===== src/rtl/shift_add_multiplier_pkg.sv =====
// shift_add_multiplier_pkg: state encoding and counter sizing shared by the multiplier files
package shift_add_multiplier_pkg;
  localparam logic [1:0] ST_IDLE = 2'd0;
  localparam logic [1:0] ST_RUN = 2'd1;
  localparam logic [1:0] ST_DONE = 2'd2;
  function automatic int cnt_w(input int width);
    return $clog2(width + 1);
  endfunction
endpackage


===== src/rtl/shift_add_multiplier_mul_step.sv =====
// shift_add_multiplier_mul_step: one conditional add of mcand into acc, then right shift of {acc,mplr}
module shift_add_multiplier_mul_step #(
  parameter int WIDTH = 3
) (
  input  logic [WIDTH:0]   acc,
  input  logic [WIDTH-1:0] mplr,
  input  logic [WIDTH-1:0] mcand,
  output logic [WIDTH-1:0] acc_next,
  output logic [WIDTH-1:0] mplr_next
);
  logic [WIDTH:0] sum;
  always_comb begin
    sum = acc + (mplr[0] ? {1'b0, mcand} : '0);
    acc_next = sum[WIDTH:1];
    mplr_next = {sum[0], mplr[WIDTH-1:1]};
  end
endmodule


===== src/rtl/shift_add_multiplier.sv =====
// shift_add_multiplier: sequential signed/unsigned shift-and-add multiplier with start/busy/done handshake
module shift_add_multiplier
  import shift_add_multiplier_pkg::*;
#(
  parameter int WIDTH = 3
) (
  input  logic                 clk,
  input  logic                 rst,
  input  logic                 start,
  input  logic                 signed_mode,
  input  logic [WIDTH-1:0]     a,
  input  logic [WIDTH-1:0]     b,
  output logic                 busy,
  output logic                 done,
  output logic [2*WIDTH-1:0]   p
);
  localparam int CW = cnt_w(WIDTH);
  logic [1:0] state;
  logic [CW-1:0] cnt;
  logic sign;
  logic [WIDTH-1:0] mcand, mplr, a_mag, b_mag, acc_n, mplr_n;
  logic [WIDTH:0] acc;
  logic [2*WIDTH-1:0] mag;
  shift_add_multiplier_mul_step #(.WIDTH(WIDTH)) u_step (
    .acc(acc),
    .mplr(mplr),
    .mcand(mcand),
    .acc_next(acc_n),
    .mplr_next(mplr_n)
  );
  always_comb begin
    a_mag = (signed_mode & a[WIDTH-1]) ? -a : a;
    b_mag = (signed_mode & b[WIDTH-1]) ? -b : b;
    mag = {acc_n, mplr_n};
    busy = state != ST_IDLE;
    done = state == ST_DONE;
  end
  always_ff @(posedge clk) begin
    if (rst) begin
      state <= ST_IDLE;
      cnt <= '0;
      sign <= 1'b0;
      mcand <= '0;
      mplr <= '0;
      acc <= '0;
      p <= '0;
    end else if (state == ST_IDLE) begin
      if (start) begin
        state <= ST_RUN;
        sign <= signed_mode & (a[WIDTH-1] ^ b[WIDTH-1]);
        mcand <= a_mag;
        mplr <= b_mag;
        acc <= '0;
        cnt <= '0;
      end
    end else if (state == ST_RUN) begin
      acc <= {1'b0, acc_n};
      mplr <= mplr_n;
      cnt <= cnt + 1'b1;
      if (cnt == CW'(WIDTH - 1)) begin
        state <= ST_DONE;
        p <= sign ? -mag : mag;
      end
    end else begin
      state <= ST_IDLE;
    end
  end
endmodule

===== config.mk =====
export PLATFORM = sky130hd
export DESIGN_NAME = shift_add_multiplier
export DESIGN_NICKNAME = d
export VERILOG_FILES = /design/src/rtl/shift_add_multiplier_pkg.sv /design/src/rtl/shift_add_multiplier_mul_step.sv /design/src/rtl/shift_add_multiplier.sv
export SDC_FILE = /design/constraint.sdc
export NUM_CORES = 1
export LEC_CHECK = 0
export BUFFER_PORTS_ARGS = -buffer_cell sky130_fd_sc_hd__clkbuf_2
export CORE_UTILIZATION = 45
export DETAILED_ROUTE_END_ITERATION = 10
export PLACE_DENSITY = 0.66
export SKIP_LAST_GASP = 1
export SYNTH_ARGS = -nofsm -noshare
export SYNTH_HDL_FRONTEND = slang
export SYNTH_SLANG_ARGS = --single-unit

===== constraint.sdc =====
create_clock -name clk -period 2.5 [get_ports clk]
set_input_delay 0.5 -clock clk [delete_from_list [all_inputs] [get_ports clk]]
set_output_delay 0.5 -clock clk [all_outputs]
set_load 0.02 [all_outputs]

==> metrics.md <==
| Metric | Value |
|---|---|
| Fin. Hold Viols | `0` |
| Cell area after placement | `1200 µm²` |
| Via count | `920` |
| H-tree levels | `1` |
| Dpl cells | `172` |
| Avg Cell Area, Syn | `8.38 µm²` |
| Register area share after synthesis | `36.5%` |
| PD cells | `481 nW/µm²` |
| Residual DRC | `0` |
| Clk buf depth | `2` |
| EDFF count, synth | `0` |
| Net count, final | `167` |
| F_max | `486 MHz` |
| Port Buffers | `17` |
| Rows | `17` |
| Via density | `5.26` |
| Library cells used by synthesis | `39` |
| CTS Root Cell | `clkbuf_4` |
| Dpl hpwl | `1710 µm` |
| Setup repair after global routing missed its margin | `false` |
| Reg clk slew, reported paths | `0.11 ns` |
| Cts bufs inserted | `3` |
| Mapped Area | `1100 µm²` |
| Rel. slew slack | `65.6%` |
| I/O pins | `18` |
| Post-Syn Nets | `149` |
| Initial core utilization | `48.7%` |
| GP Congestion | `0.896` |
| Post-synth ARST share | `0%` |
| Startpoint types | `flip-flop` |
| Crit path DAT | `2.30 ns` |
| Detail Route Antenna Nets | `0` |
| Cell Chain, Critical Path | `and2_1 -> ha_1 -> fa_1 -> xor2_1 -> o31ai_2 -> a2111oi_2 -> a211o_1` |
| Initial antenna violation count | `0` |
| LEAKAGE | `0.551 nW` |
| Initial DRC Count | `10` |
| Area growth from synthesis to layout | `11.2%` |
| Post-CTS sizing | `0` |
| Die height | `51.4 µm` |
| Wire per inst | `12.4 µm` |
| Vias in the first global route | `862` |
| Final worst-path cycle share | `82.2%` |
| Final Skew | `0.00184 ns` |
| GRT Overall Usage | `18.2%` |
| Top FF cell, synth | `dfxtp_1` |
| Maxcap violations | `0` |
| Max stage delay on crit path | `0.38 ns` |
| Die Span X | `51.4 µm` |
| Cell at the slowest stage of the critical path | `fa_1` |
| DRT Pass-1 Iters | `3` |
| WL final | `2160 µm` |
| Die Footprint | `2640 µm²` |
| GRT Residual Overflow | `0` |
| Core Area | `2250 µm²` |
| Setup tns final | `0 ns` |
| Post-CTS Setup Bufs | `0` |
| CP Data Required Time | `2.75 ns` |
| Setup CP Type | `reg -> reg` |
| Finish-stage setup viols | `0` |
| Final Slew Violations | `0` |
| Min Tclk post-route | `2.06 ns` |
| Core Util, Final | `54.1%` |
| Least-Margin Pin Slew | `0.514 ns` |
| Yosys reg bits | `20` |
| Post-Syn Instances | `131` |
| CTS Hold Bufs | `0` |
| Worst skew pair latency | `0.29 ns` |
| First-pass GRT wire length | `3590 µm` |
| Post-Layout Inst Area | `1220 µm²` |
| Diodes inserted | `0` |
| Largest net degree at the start of global routing | `21` |
| Crit-path max FO | `5` |
| Endpoint class of the critical path | `flip-flop` |
| Status | `completed` |
| Share of cells above drive strength 1 | `16.3%` |
| Hold WC Path Type | `in -> reg` |
| CTS tree | `yes` |
| Syn. warnings | `0` |
| VDD IR max | `0.000237 V` |
| Clock Sinks | `20` |
| Post-route insts no fill | `175` |
==> metal layers <==
metal | GRT usage (%) | wire length [µm] | vias to the layer above | share of wire [%]
met5 | 0 | 0 | - | 0
met4 | 9.01 | 34 | 0 | 1.6
met3 | 2.68 | 59 | 4 | 2.7
met2 | 31.2 | 1040 | 19 | 48
met1 | 21.9 | 1030 | 411 | 48
li1 | - | - | 486 | -
==> metrics by stage <==
stage	hold slack (ns)	setup slack, ns	total power, mW
after floorplan	0.427	0.549	0.419
after global placement	0.443	0.497	0.443
after detailed placement	0.445	0.467	0.447
after CTS	0.437	0.444	0.594
after global routing	0.457	0.280	0.623
final	0.440	0.444	0.587
==> cell type report <==
| cell class | instances | area, µm² |
|---|---|---|
| Multi-Input combinational cell | 96 | 636 |
| Fill cell | 242 | 1030 |
| Timing Repair Buffer | 17 | 85.1 |
| Clock buffer | 3 | 22.5 |
| Inverter | 11 | 41.3 |
| Sequential cell | 20 | 400 |
| Tap cell | 28 | 35.0 |
==> sequential cells by signal, summed over array words and instances (netlist names) <==
signal,count
p,6
state,2
cnt,2
mplr,3
acc,3
sign,1
mcand,3
==> final timing paths <==
kind / start / end / slack, ns / cells past startpoint
setup / recovery: mplr[0]$_SDFFE_PP0P_ / p[5]$_SDFFE_PP0P_ / 0.44 / 7
setup reg to reg: mplr[0]$_SDFFE_PP0P_ / p[5]$_SDFFE_PP0P_ / 0.44 / 7
hold reg to reg: mcand[0]$_SDFFE_PP0P_ / mcand[0]$_SDFFE_PP0P_ / 0.46 / 2
hold / removal: a[0] / mcand[0]$_SDFFE_PP0P_ / 0.44 / 3
==> report_power, final <==
group          switching (mW)  leakage [nW]  internal [mW]
Clock                  0.0920        0.0138         0.0560
Combinational          0.0563         0.374         0.0386
Sequential             0.0126         0.163          0.332
==> logic make-up after synthesis <==
kind of cell    count (synthesis)  synth area share (%)
fa+ha+maj                       8                  9.81
buf+inv                        15                  5.59
mux                             2                  1.82
flops                          20                  36.5
simple gates                   48                  21.8
compound gates                 33                  20.5
xor+xnor                        5                  3.99
==> placed cells by master (no fill, tap or decap), drive strengths merged, types with 3 or more instances in the layout <==
cell	netlist	final
nor2	17	17
ha	7	7
inv	11	11
xor2	3	3
clkbuf	1	20
a211oi	3	3
a21oi	14	14
and2	4	4
nor2b	5	5
dfxtp	20	20
nand3	3	3
nand2	12	12
==> critical path: cells and delay by family, from the launching register on <==
family,cells,cell delay [ns]
AOI/OAI and AO/OA,3,0.60
xor gates and xnor gates,1,0.32
adders and majority gates,2,0.60
DFF,1,0.35
and+or+nand+nor,1,0.15
==> cells in the mapped netlist, types with 2 or more instances <==
master	instances	area share, %
nor2b_1	5	2.9
and2_1	4	2.3
nor2_1	17	5.8
a21oi_1	14	6.4
o21ai_0	2	0.91
nand3_1	3	1.4
nand2_1	12	4.1
a22oi_1	2	1.4
mux2i_1	2	1.8
xor2_1	3	2.4
a211oi_1	3	2.1
inv_1	11	3.8
xnor2_1	2	1.6
dfxtp_1	20	36
ha_1	7	8.0
No activity file was read; power rests on OpenSTA's default activity.
